--- src/rtl/uart_pkt_rx_pkg.sv ---
// Shared definitions for the UART packet framing receiver: FSM states, default sync byte,
// and the frame checksum rule.
package uart_pkt_rx_pkg;

  typedef enum logic [2:0] {
    StHunt,
    StLen,
    StPayload,
    StCheck,
    StSend
  } pkt_state_e;

  // Shared with the transmit-side framer so both ends agree on frame start.
  localparam logic [7:0] DefaultSync = 8'hA5;

  // Frame is good when LEN + payload + CHK wraps to zero; sum already holds LEN + payload.
  function automatic logic chk_ok(input logic [7:0] sum, input logic [7:0] chk);
    logic [7:0] total;
    total = sum + chk;
    return (total == 8'h00);
  endfunction

endpackage

--- src/rtl/uart_pkt_buf.sv ---
// Payload buffer for uart_pkt_rx: MAX_LEN x 8 register array, one write port and one
// asynchronous read port. Contents are deliberately not reset.
module uart_pkt_buf #(
  parameter int unsigned MAX_LEN = 16,
  parameter int unsigned IW      = 4
) (
  input  logic          clk,
  input  logic          i_we,
  input  logic [IW-1:0] i_waddr,
  input  logic [7:0]    i_wdata,
  input  logic [IW-1:0] i_raddr,
  output logic [7:0]    o_rdata
);

  logic [7:0] r_mem [MAX_LEN];

  always_ff @(posedge clk) begin
    if (i_we) begin
      r_mem[i_waddr] <= i_wdata;
    end
  end

  assign o_rdata = r_mem[i_raddr];

endmodule

--- src/rtl/uart_pkt_rx.sv ---
// Packet framer behind uart_rx: hunts for SYNC, checks LEN and checksum with an inter-byte
// timeout, and releases only verified payloads as a valid/ready byte stream with a last flag.
module uart_pkt_rx
  import uart_pkt_rx_pkg::*;
#(
  parameter int unsigned MAX_LEN = 16,
  parameter logic [7:0]  SYNC    = DefaultSync,
  parameter int unsigned TIMEOUT = 2000
) (
  input  logic       clk,
  input  logic       rst_n,
  input  logic [7:0] i_data,
  input  logic       i_data_vld,
  output logic [7:0] o_data,
  output logic       o_vld,
  output logic       o_last,
  input  logic       i_rdy,
  output logic       o_pkt_err,
  output logic       o_drop
);

  localparam int unsigned CW = $clog2(MAX_LEN + 1);
  localparam int unsigned IW = (MAX_LEN > 1) ? $clog2(MAX_LEN) : 1;
  localparam int unsigned TW = $clog2(TIMEOUT + 1);
  localparam logic [7:0] MaxLenB = 8'(MAX_LEN);

  pkt_state_e    r_state;
  logic [CW-1:0] r_cnt;
  logic [CW-1:0] r_wr;
  logic [CW-1:0] r_rd;
  logic [7:0]    r_sum;
  logic [TW-1:0] r_tmo;
  logic [7:0]    r_data;
  logic          r_vld;
  logic          r_last;
  logic          r_err;
  logic          r_drop;

  logic          w_hs;
  logic          w_we;
  logic          w_tmo_hit;
  logic          w_len_ok;
  logic          w_last_next;
  logic [CW-1:0] w_rd_next;
  logic [IW-1:0] w_raddr;
  logic [7:0]    w_rdata;

  assign w_hs        = r_vld & i_rdy;
  assign w_we        = (r_state == StPayload) & i_data_vld;
  assign w_tmo_hit   = (r_tmo == TW'(TIMEOUT - 1));
  assign w_len_ok    = (i_data != 8'h00) && (i_data <= MaxLenB);
  assign w_rd_next   = r_rd + CW'(1);
  assign w_last_next = (w_rd_next == (r_cnt - CW'(1)));

  // Outside SEND the read port points at entry 0 so the first byte is ready on CHK accept.
  always_comb begin
    w_raddr = '0;
    if (r_state == StSend) begin
      w_raddr = w_rd_next[IW-1:0];
    end
  end

  uart_pkt_buf #(
    .MAX_LEN (MAX_LEN),
    .IW      (IW)
  ) u_buf (
    .clk     (clk),
    .i_we    (w_we),
    .i_waddr (r_wr[IW-1:0]),
    .i_wdata (i_data),
    .i_raddr (w_raddr),
    .o_rdata (w_rdata)
  );

  always_ff @(posedge clk or negedge rst_n) begin
    if (!rst_n) begin
      r_state <= StHunt;
      r_cnt   <= '0;
      r_wr    <= '0;
      r_rd    <= '0;
      r_sum   <= '0;
      r_tmo   <= '0;
      r_data  <= 8'h00;
      r_vld   <= 1'b0;
      r_last  <= 1'b0;
      r_err   <= 1'b0;
      r_drop  <= 1'b0;
    end else begin
      r_err  <= 1'b0;
      r_drop <= 1'b0;
      if (i_data_vld || (r_state == StHunt) || (r_state == StSend)) begin
        r_tmo <= '0;
      end else begin
        r_tmo <= r_tmo + TW'(1);
      end

      unique case (r_state)
        StHunt: begin
          if (i_data_vld && (i_data == SYNC)) begin
            r_state <= StLen;
          end
        end
        StLen: begin
          if (i_data_vld) begin
            if (w_len_ok) begin
              r_state <= StPayload;
              r_sum   <= i_data;
              r_cnt   <= i_data[CW-1:0];
              r_wr    <= '0;
            end else begin
              r_state <= StHunt;
              r_err   <= 1'b1;
            end
          end else if (w_tmo_hit) begin
            r_state <= StHunt;
            r_err   <= 1'b1;
          end
        end
        StPayload: begin
          if (i_data_vld) begin
            r_sum <= r_sum + i_data;
            r_wr  <= r_wr + CW'(1);
            if (r_wr == (r_cnt - CW'(1))) begin
              r_state <= StCheck;
            end
          end else if (w_tmo_hit) begin
            r_state <= StHunt;
            r_err   <= 1'b1;
          end
        end
        StCheck: begin
          if (i_data_vld) begin
            if (chk_ok(r_sum, i_data)) begin
              r_state <= StSend;
              r_rd    <= '0;
              r_vld   <= 1'b1;
              r_data  <= w_rdata;
              r_last  <= (r_cnt == CW'(1));
            end else begin
              r_state <= StHunt;
              r_err   <= 1'b1;
            end
          end else if (w_tmo_hit) begin
            r_state <= StHunt;
            r_err   <= 1'b1;
          end
        end
        StSend: begin
          // No backpressure upstream: bytes arriving now are lost, and reported.
          if (i_data_vld) begin
            r_drop <= 1'b1;
          end
          if (w_hs) begin
            if (r_last) begin
              r_state <= StHunt;
              r_vld   <= 1'b0;
              r_last  <= 1'b0;
            end else begin
              r_rd   <= w_rd_next;
              r_data <= w_rdata;
              r_last <= w_last_next;
            end
          end
        end
        default: r_state <= StHunt;
      endcase
    end
  end

  assign o_data    = r_data;
  assign o_vld     = r_vld;
  assign o_last    = r_last;
  assign o_pkt_err = r_err;
  assign o_drop    = r_drop;

endmodule
--- config.mk ---
export PLATFORM = sky130hd
export DESIGN_NAME = uart_pkt_rx
export DESIGN_NICKNAME = d
export VERILOG_FILES = /design/src/rtl/uart_pkt_rx_pkg.sv /design/src/rtl/uart_pkt_buf.sv /design/src/rtl/uart_pkt_rx.sv
export SDC_FILE = /design/constraint.sdc
export NUM_CORES = 1
export LEC_CHECK = 0
export ABC_AREA = 1
export BUFFER_PORTS_ARGS = -buffer_cell sky130_fd_sc_hd__clkbuf_2
export CAP_MARGIN = 5
export CORE_ASPECT_RATIO = 1.5
export CORE_MARGIN = 3
export CORE_UTILIZATION = 37
export CTS_BUF_LIST = sky130_fd_sc_hd__clkbuf_4 sky130_fd_sc_hd__clkbuf_8
export DETAILED_ROUTE_END_ITERATION = 12
export PLACE_DENSITY_LB_ADDON = 0.12
export REMOVE_ABC_BUFFERS = 1
export SYNTH_ARGS = -nofsm -noshare
export SYNTH_HDL_FRONTEND = slang
export SYNTH_SLANG_ARGS = --single-unit
--- constraint.sdc ---
create_clock -name clk -period 2.85 [get_ports clk]
set_input_delay 0.57 -clock clk [delete_from_list [all_inputs] [get_ports clk]]
set_output_delay 0.57 -clock clk [all_outputs]
set_load 0.01 [all_outputs]
==> metrics, run 1 <==
WHS 0.147 ns; clock-pin slew on the worst setup and hold paths 0.09 ns; Fin Setup TNS 0 ns; top_reg_cell synth edfxtp_1; fraction of layout cells with a size suffix above 1 13.1%; area of the mapped netlist 0.00870 mm²; Seq pwr share 37.2%; Initial DRC Count 443; Final Instance Area 0.00976 mm²; Finished Core Util 42.3%; syn avg cell area 9.37 µm²; most common cell after layout, fill and taps aside nand2_1; clk sink count 177; GPL Wtd Cong 0.802; Final #Nets 1005; clk buf depth 2; cell repeated most along the worst path nand2_1; DRT antenna net count 0; Cells after Synth 928; WP data required 3.23 ns; total chip power 7.98 mW; final setup fails 0; worst min-delay path class input port to asynchronous set/reset pin; CP endpoint kind flip-flop; dpl ws -0.0816 ns; Max Cap Viol 0; HPWL after DPL 16000 µm; number of synthesized flops with an enable pin 128; worst-path maximum fanout 13; Site Rows 68; post-CTS setup buffers 0; # port buffers 23; Die Y 194 µm; total number of vias 6400; CP bufs+invs 2; Max stage delay on crit path 0.40 ns; number of global-route vias before repair 6419; Worst Skew 0.0187 ns; pwr/cell area 817 mW/mm²; number of antenna violations at the first check in global routing 0; internal power 4.78 mW; fin crit share 89.2%; Worst setup SP type flip-flop; post-DR vias/cell 4.90; critical path, cell by cell ha_1 -> inv_1 -> fa_1 -> inv_1 -> nand2_1 -> nand2_1 -> nand3_1 -> nand2_1 -> nand3_1 -> nor2_1 -> nand3_1 -> nand2_2 -> nand3_2 -> nand2_1 -> nand2_1; Area Overhead vs Synth 12.2%; Hold Violations, Final 0; Placement Cell Area 0.00934 mm²; DRT Wirelength 23200 µm; DRC Markers 0; Synth warnings 0; Worst Max-Slew Pin Slew 0.768 ns; All-Layer GR Usage 18.7%; setup ws final 0.308 ns; commonest cells after routing, fill and taps aside 205 x nand2_1, 128 x edfxtp_1, 108 x inv_1, 108 x nor2_1, 101 x nand3_1; post_cts resized 0; first-pass GRT wire length 36600 µm; Synth cell types 38; cts hold-fix bufs 0; CTS root buf clkbuf_8; drt first pass iters 5; max-slew violation count 0; min Tclk post-route 2.54 ns; switching pwr 3.19 mW; RSZ-0062 raised after global routing false; critical setup path kind flip-flop to flip-flop; number of synthesized register bits 177; starting density of the core 37.7%; Slew headroom 48.8%; CP top delay family simple AND/OR/NAND/NOR gates; WP data arrival 2.92 ns; I/O Pins 24; global route overflow 0; Wirelength per Cell 17.8 µm; Clock power frac 23.3%; Gate power share 39.6%; core area 0.0231 mm²; pin count of the biggest net entering global routing 38; CTS tree built; Max Clk Rate 393 MHz; n_diodes 0; switching share of power 40.0%; P_leak 4.23 nW; Die Width 131 µm; total die area 0.0254 mm²; CTS H-tree lvls 4; Placed Cells incl. Taps 1273; outcome completed; worst-skew pair later-pin latency 0.48 ns; Async S/R FF share, synth 27.7%; register area share after synthesis 58.3%; CTS Buf Count 17; slowest CP cell fa_1; Non-Filler Instances 1305; peak supply drop 311 µV
[flip-flops by register name, indices dropped and copies added, names as in the netlist, 3 cells and up]
name         count
r_tmo           11
r_cnt            5
o_data           8
u_buf.r_mem    128
r_wr             5
r_sum            8
r_state          3
r_rd             5
[per-layer routing]
layer | vias up | part of all wire, % | GRT usage, %
met3 | 39 | 3.0 | 3.06
met4 | 0 | 4.2 | 8.99
met2 | 109 | 51 | 32.7
met1 | 3050 | 42 | 22.5
li1 | 3202 | - | -
met5 | - | 0 | 0
[worst reg2reg max path, cell delays in order, from the launching register on]
cell     delay, ns
dfrtp_1       0.36
ha_1          0.18
inv_1         0.05
fa_1          0.40
inv_1         0.07
nand2_1       0.04
nand2_1       0.12
nand3_1       0.11
nand2_1       0.08
nand3_1       0.10
nor2_1        0.14
nand3_1       0.17
nand2_2       0.18
nand3_2       0.25
nand2_1       0.15
nand2_1       0.06
[kinds of logic after synthesis]
family / Yosys count / share of synthesized area (%)
and+or+nand+nor: 507 / 26.9
DFF: 177 / 58.3
buffers and inverters: 153 / 7.23
AOI/OAI and AO/OA: 61 / 3.78
adders and majority gates: 16 / 2.39
xor gates and xnor gates: 14 / 1.41
[final timing paths]
path | start | endpoint | slack, ns | depth (start not counted)
worst max-delay path | r_sum[0] | r_rd[0] | 0.31 | 15
min in group clk | i_data_vld | r_state[1] | 0.46 | 4
worst min-delay path | rst_n | r_tmo[2] | 0.15 | 1
worst min register to register | r_tmo[0] | r_tmo[0] | 0.48 | 1
worst max register to register | r_sum[0] | r_rd[0] | 0.31 | 15
max in group asynchronous | rst_n | r_sum[4] | 1.99 | 2
[power groups by stage]
stage	Combinational (mW)	Clock [mW]	Sequential [mW]
after detailed placement	3.20	0	3.02
final	3.16	1.86	2.97
after global placement	3.21	0	3.03
after floorplan	1.91	0	3.07
after CTS	3.21	1.91	2.97
after global routing	3.54	1.99	2.98
[layout make-up]
class | instances | area [µm²]
Fill cell | 2307 | 13300
Multi-Input combinational cell | 598 | 3000
Clock inverter | 10 | 133
Inverter | 119 | 450
Timing Repair Buffer | 64 | 423
Clock buffer | 22 | 290
Sequential cell | 177 | 5070
Tap cell | 315 | 394
[Yosys cell counts (all sizes together), types with 8 or more instances]
cell | count | share of area (%)
nand2 | 212 | 9.5
edfxtp | 128 | 44
inv | 118 | 5.1
nor2 | 115 | 5.6
nand3 | 106 | 6.6
nand4 | 57 | 4.1
dfrtp | 49 | 14
o21ai | 31 | 1.8
buf | 27 | 1.8
a21oi | 23 | 1.5
ha | 15 | 2.2
xor2 | 10 | 1.0
nor3 | 8 | 0.46
(Power assumes the default switching activity.)
==> run 2: changes to the inputs <==
--- a/config.mk
+++ b/config.mk
@@ -10,7 +10,7 @@
 export CAP_MARGIN = 5
 export CORE_ASPECT_RATIO = 1.5
 export CORE_MARGIN = 3
-export CORE_UTILIZATION = 37
+export CORE_UTILIZATION = 35
 export CTS_BUF_LIST = sky130_fd_sc_hd__clkbuf_4 sky130_fd_sc_hd__clkbuf_8
 export DETAILED_ROUTE_END_ITERATION = 12
 export PLACE_DENSITY_LB_ADDON = 0.12
==> metrics, run 2 (synthesis results as in run 1) <==
outcome completed; met2 Usage GRT 33.8%; Site Rows 70; Wirelength per Cell 18.9 µm; Reg area 0.00507 mm²; number of global-route vias before repair 6350; biggest regs u_buf.r_mem (128), r_tmo (11); max-slew violation count 0; max reg flops 128; Initial DRC Count 487; Die Width 135 µm; Final Instance Area 0.00976 mm²; dpl ws 0.135 ns; setup ws final 0.382 ns; total die area 0.0268 mm²; GRT Max-Usage Layer met2; Worst Skew 0.0126 ns; CTS H-tree lvls 4; total number of vias 6502; Max stage delay on crit path 0.47 ns; fill count 2439; WP data arrival 2.89 ns; HPWL after DPL 16900 µm; pin count of the biggest net entering global routing 50; GR Layer Usage met1 22.7%; Max Clk Rate 405 MHz; worst-skew pair later-pin latency 0.48 ns; post-DR vias/cell 4.96; most common cell after layout, fill and taps aside nand2_1; Worst R2R Setup Slack 0.38 ns; CTS root buf clkbuf_8; clk buf depth 2; CP bufs+invs 2; DRT Wirelength 24800 µm; I/O Pins 24; n_diodes 0; R2R Path Start r_state[0]; worst-path maximum fanout 12; Multi-input gate area 0.00300 mm²; Fin Setup TNS 0 ns; CP top delay family simple AND/OR/NAND/NOR gates; commonest cells after routing, fill and taps aside 205 x nand2_1, 128 x edfxtp_1, 108 x inv_1, 108 x nor2_1, 101 x nand3_1; DRC Markers 0; Slew headroom 53.1%; P_leak 4.23 nW; Placed Cells incl. Taps 1280; # port buffers 23; number of antenna violations at the first check in global routing 0; cell repeated most along the worst path nand2_1; slowest CP cell dfrtp_1; Final #Nets 1003; critical path, cell by cell nor2_4 -> nand2_4 -> inv_2 -> nand2_1 -> inv_2 -> nand3_1 -> nand2_1 -> nand4_1 -> nand2_1; Die Y 199 µm; CTS Buf Count 17; clk sink count 177; All-Layer GR Usage 19.1%; RSZ-0062 raised after global routing false; global routing usage on met3 3.00%; fraction of layout cells with a size suffix above 1 13.0%; fin crit share 86.6%; CP endpoint kind flip-flop; Reg2Reg Depth 9; starting density of the core 35.6%; reg-to-reg endpoint o_data[5]; DRT antenna net count 0; global route overflow 0; Area Overhead vs Synth 12.2%; post-CTS setup buffers 0; Hold Violations, Final 0; Worst setup SP type flip-flop; Worst Max-Slew Pin Slew 0.703 ns; peak supply drop 449 µV; Top reg by flops u_buf.r_mem; WP data required 3.27 ns; CTS tree built; Non-Filler Instances 1312; Placement Cell Area 0.00935 mm²; first-pass GRT wire length 37500 µm; cts hold-fix bufs 0; worst min-delay path class input port to asynchronous set/reset pin; Finished Core Util 39.9%; final setup fails 0; clock-pin slew on the worst setup and hold paths 0.09 ns; post_cts resized 0; critical setup path kind flip-flop to flip-flop; Max Cap Viol 0; drt first pass iters 5; core area 0.0244 mm²; pwr/cell area 831 mW/mm²; min Tclk post-route 2.47 ns; GPL Wtd Cong 0.833
==> run 2: changes by cell type in the layout (fill, tap and decap cells not counted), sizes merged <==
| cell | before | now |
|---|---|---|
| clkbuf | 45 | 40 |
| inv | 118 | 123 |
| buf | 41 | 39 |
| clkinv | 6 | 7 |
| clkinvlp | 2 | 1 |
==> run 2: area by class of cell <==
type / instances / share of cell area [%]
clock buffer: 17 / 2.40
clock inverter: 15 / 1.85
inverter: 119 / 4.61
multi-input combinational: 598 / 30.7
sequential: 177 / 51.9
tap: 324 / 4.15
timing repair buffer: 62 / 4.31
==> run 2: worst max-delay path by stage <==
stage | from | to | slack [ns] | depth (start not counted)
4_1_cts | r_state[0] | o_data[5] | 0.37 | 9
2_1_floorplan | r_rd[0] | o_data[6] | 0.22 | 9
5_1_grt | r_sum[0] | o_data[7] | 0.19 | 15
3_3_place_gp | i_data[0] | o_data[1] | 0.18 | 16
6_report | r_state[0] | o_data[5] | 0.38 | 9
3_5_place_dp | i_data[0] | r_rd[0] | 0.13 | 16
==> run 2: report_power, final <==
group / switching [mW] / total (mW) / internal (mW)
combinational: 2.32 / 3.30 / 0.970
clock: 0.987 / 1.87 / 0.878
sequential: 0.0848 / 2.95 / 2.87
total: 3.40 / 8.12 / 4.72
==> run 2: worst reg2reg max path, delay by kind of cell (launching register included) <==
kind | cells | cell delay, ns
AND/OR/NAND/NOR | 7 | 1.52
buffers and inverters | 2 | 0.42
flip-flops | 1 | 0.47
==> run 2: routing by layer <==
layer | wire (µm) | up-vias
met5 | 0 | -
met4 | 1010 | 0
met3 | 623 | 40
met2 | 13000 | 115
met1 | 10200 | 3152
li1 | - | 3195
==> run 2: through the flow <==
stage                     power [mW]  hold WS [ns]
after global routing            8.61         0.228
after global placement          6.37         0.459
after detailed placement        6.37         0.461
final                           8.12         0.203
after CTS                       8.23         0.204
after floorplan                 4.98         0.274
==> run 3: changes to the inputs <==
--- a/config.mk
+++ b/config.mk
@@ -5,7 +5,6 @@
 export SDC_FILE = /design/constraint.sdc
 export NUM_CORES = 1
 export LEC_CHECK = 0
-export ABC_AREA = 1
 export BUFFER_PORTS_ARGS = -buffer_cell sky130_fd_sc_hd__clkbuf_2
 export CAP_MARGIN = 5
 export CORE_ASPECT_RATIO = 1.5
==> metrics, run 3 <==
core area 0.0227 mm²; area of the mapped netlist 0.00819 mm²; Slew headroom 19.7%; clk buf depth 2; fraction of layout cells with a size suffix above 1 23.4%; Die Y 193 µm; register area share after synthesis 61.9%; Worst Max-Slew Pin Slew 1.19 ns; critical path, cell by cell ha_1 -> inv_1 -> fa_1 -> nand2b_1 -> a21oi_2 -> buf_4 -> a311o_1 -> a21oi_2 -> nand4_4 -> nand2_2 -> buf_12 -> mux2_2; WP data required 3.20 ns; drt first pass iters 4; starting density of the core 36.0%; worst-skew pair later-pin latency 0.46 ns; post-DR vias/cell 5.04; HPWL after DPL 13600 µm; CTS root buf clkbuf_8; DRC Markers 0; first-pass GRT wire length 31800 µm; outcome completed; Hold Violations, Final 0; fin crit share 94.0%; Site Rows 67; Synth warnings 0; clock-pin slew on the worst setup and hold paths 0.09 ns; Area Overhead vs Synth 14.0%; top_reg_cell synth edfxtp_1; WP data arrival 3.04 ns; number of synthesized register bits 177; CTS H-tree lvls 4; Top reg by flops u_buf.r_mem; worst-path maximum fanout 12; post_cts resized 0; Final #Nets 710; Async S/R FF share, synth 27.7%; DRT Wirelength 20100 µm; Initial DRC Count 388; pin count of the biggest net entering global routing 30; fraction of post-synthesis cell area in the top cell type by area 46.9%; biggest regs u_buf.r_mem (128), r_tmo (11); slowest CP cell dfrtp_1; Worst setup SP type flip-flop; Die Width 131 µm; setup ws final 0.170 ns; dpl ws -0.167 ns; All-Layer GR Usage 16.9%; commonest cells after routing, fill and taps aside 128 x edfxtp_1, 61 x nand2_1, 50 x buf_4; RSZ-0062 raised after global routing false; cts hold-fix bufs 0; max reg flops 128; most common cell after layout, fill and taps aside edfxtp_1; critical setup path kind flip-flop to flip-flop; top-count cell post-synth edfxtp_1; n_diodes 0; Max Cap Viol 0; max-slew violation count 0; Cells after Synth 613; Wirelength per Cell 20.1 µm; Post-synth top cells 128 x edfxtp_1, 62 x nand2_1, 49 x dfrtp_1, 45 x nor2_1, 23 x o21ai_0; number of global-route vias before repair 5482; total number of vias 5055; Fin Setup TNS 0 ns; DRT antenna net count 0; P_leak 3.48 nW; syn avg cell area 13.4 µm²; I/O Pins 24; clk sink count 177; pwr/cell area 656 mW/mm²; total chip power 6.13 mW; Synth area leader edfxtp_1; cell repeated most along the worst path a21oi_2; CP endpoint kind flip-flop; number of antenna violations at the first check in global routing 0; total die area 0.0253 mm²; GPL Wtd Cong 0.795; worst min-delay path class input port to asynchronous set/reset pin; Synth cell types 66; Finished Core Util 41.1%; CTS tree built; # port buffers 23; post-CTS setup buffers 0; peak supply drop 348 µV; Max stage delay on crit path 0.41 ns; min Tclk post-route 2.68 ns; final setup fails 0; global route overflow 0; dominant cells by area after synthesis edfxtp_1 47%, dfrtp_1 15%, nand2_1 2.8%, mux2_2 2.8%, mux4_2 2.8%; Max Clk Rate 373 MHz; number of synthesized flops with an enable pin 128; Worst Skew 0.0177 ns; CTS Buf Count 17
[run 3: changes by cell type after synthesis, sizes merged, moves of 20 or more]
cell | previous run | this run
nor2 | 115 | 46
nand3 | 106 | 13
a211oi | 0 | 20
nand4 | 57 | 7
mux2 | 0 | 25
nand2 | 212 | 63
inv | 118 | 17
[run 3: power by group]
group | internal (mW) | total [mW] | switching (mW)
Sequential | 2.96 | 3.12 | 0.159
Clock | 0.635 | 1.54 | 0.904
Combinational | 0.616 | 1.47 | 0.855
Total | 4.21 | 6.13 | 1.92
[run 3: critical path, delay by kind of cell (launching register included)]
family / cells / cell delay, ns
flip-flops: 1 / 0.41
buffers and inverters: 3 / 0.38
AO/OA/AOI/OAI: 3 / 0.65
multiplexers: 1 / 0.34
adder cells (fa/ha/maj): 2 / 0.40
AND/OR/NAND/NOR: 3 / 0.39
[run 3: logic make-up after synthesis]
group	after synthesis	share of synthesized area (%)
simple gates	180	11.3
flops	177	61.9
compound gates	112	9.17
mux	49	8.33
buf+inv	45	3.10
xor+xnor	34	3.64
fa+ha+maj	16	2.54
[run 3: final timing paths]
path	end	cells after the start	slack, ns	start
min reg2reg	r_tmo[0]	1	0.46	r_tmo[0]
min in group clk	r_state[1]	3	0.44	i_data_vld
max in group asynchronous	r_wr[3]	2	2.43	rst_n
max reg2reg	o_data[6]	12	0.17	r_sum[0]
max	o_data[6]	12	0.17	r_sum[0]
min	r_tmo[2]	2	0.1	rst_n
[run 3: cell type report]
type	count	area, µm²
fillers	2140	13400
flip-flops and latches	177	5070
clock inverters	10	78.8
clock buffers	20	256
multi-input cells	391	2890
well taps	310	388
inverters	17	63.8
repair buffers	78	591
[run 3: through the flow]
stage | hold slack, ns | area [µm²] | cells
detailed placement | 0.446 | 9000 | 973
CTS | 0.0751 | 9330 | 1003
global placement | 0.445 | 9000 | 973
floorplan | 0.274 | 8000 | 585
finish | 0.100 | 9340 | 1003
global route | 0.100 | 9340 | 1003
[run 3: metal layers]
metal  routed length (µm)  up-vias  track usage [%]
met5                    0        -                0
met1                 8250     2550             21.0
met2                10900       69             29.0
met4                  289        0             6.29
met3                  657       10             2.95
li1                     -     2426                -
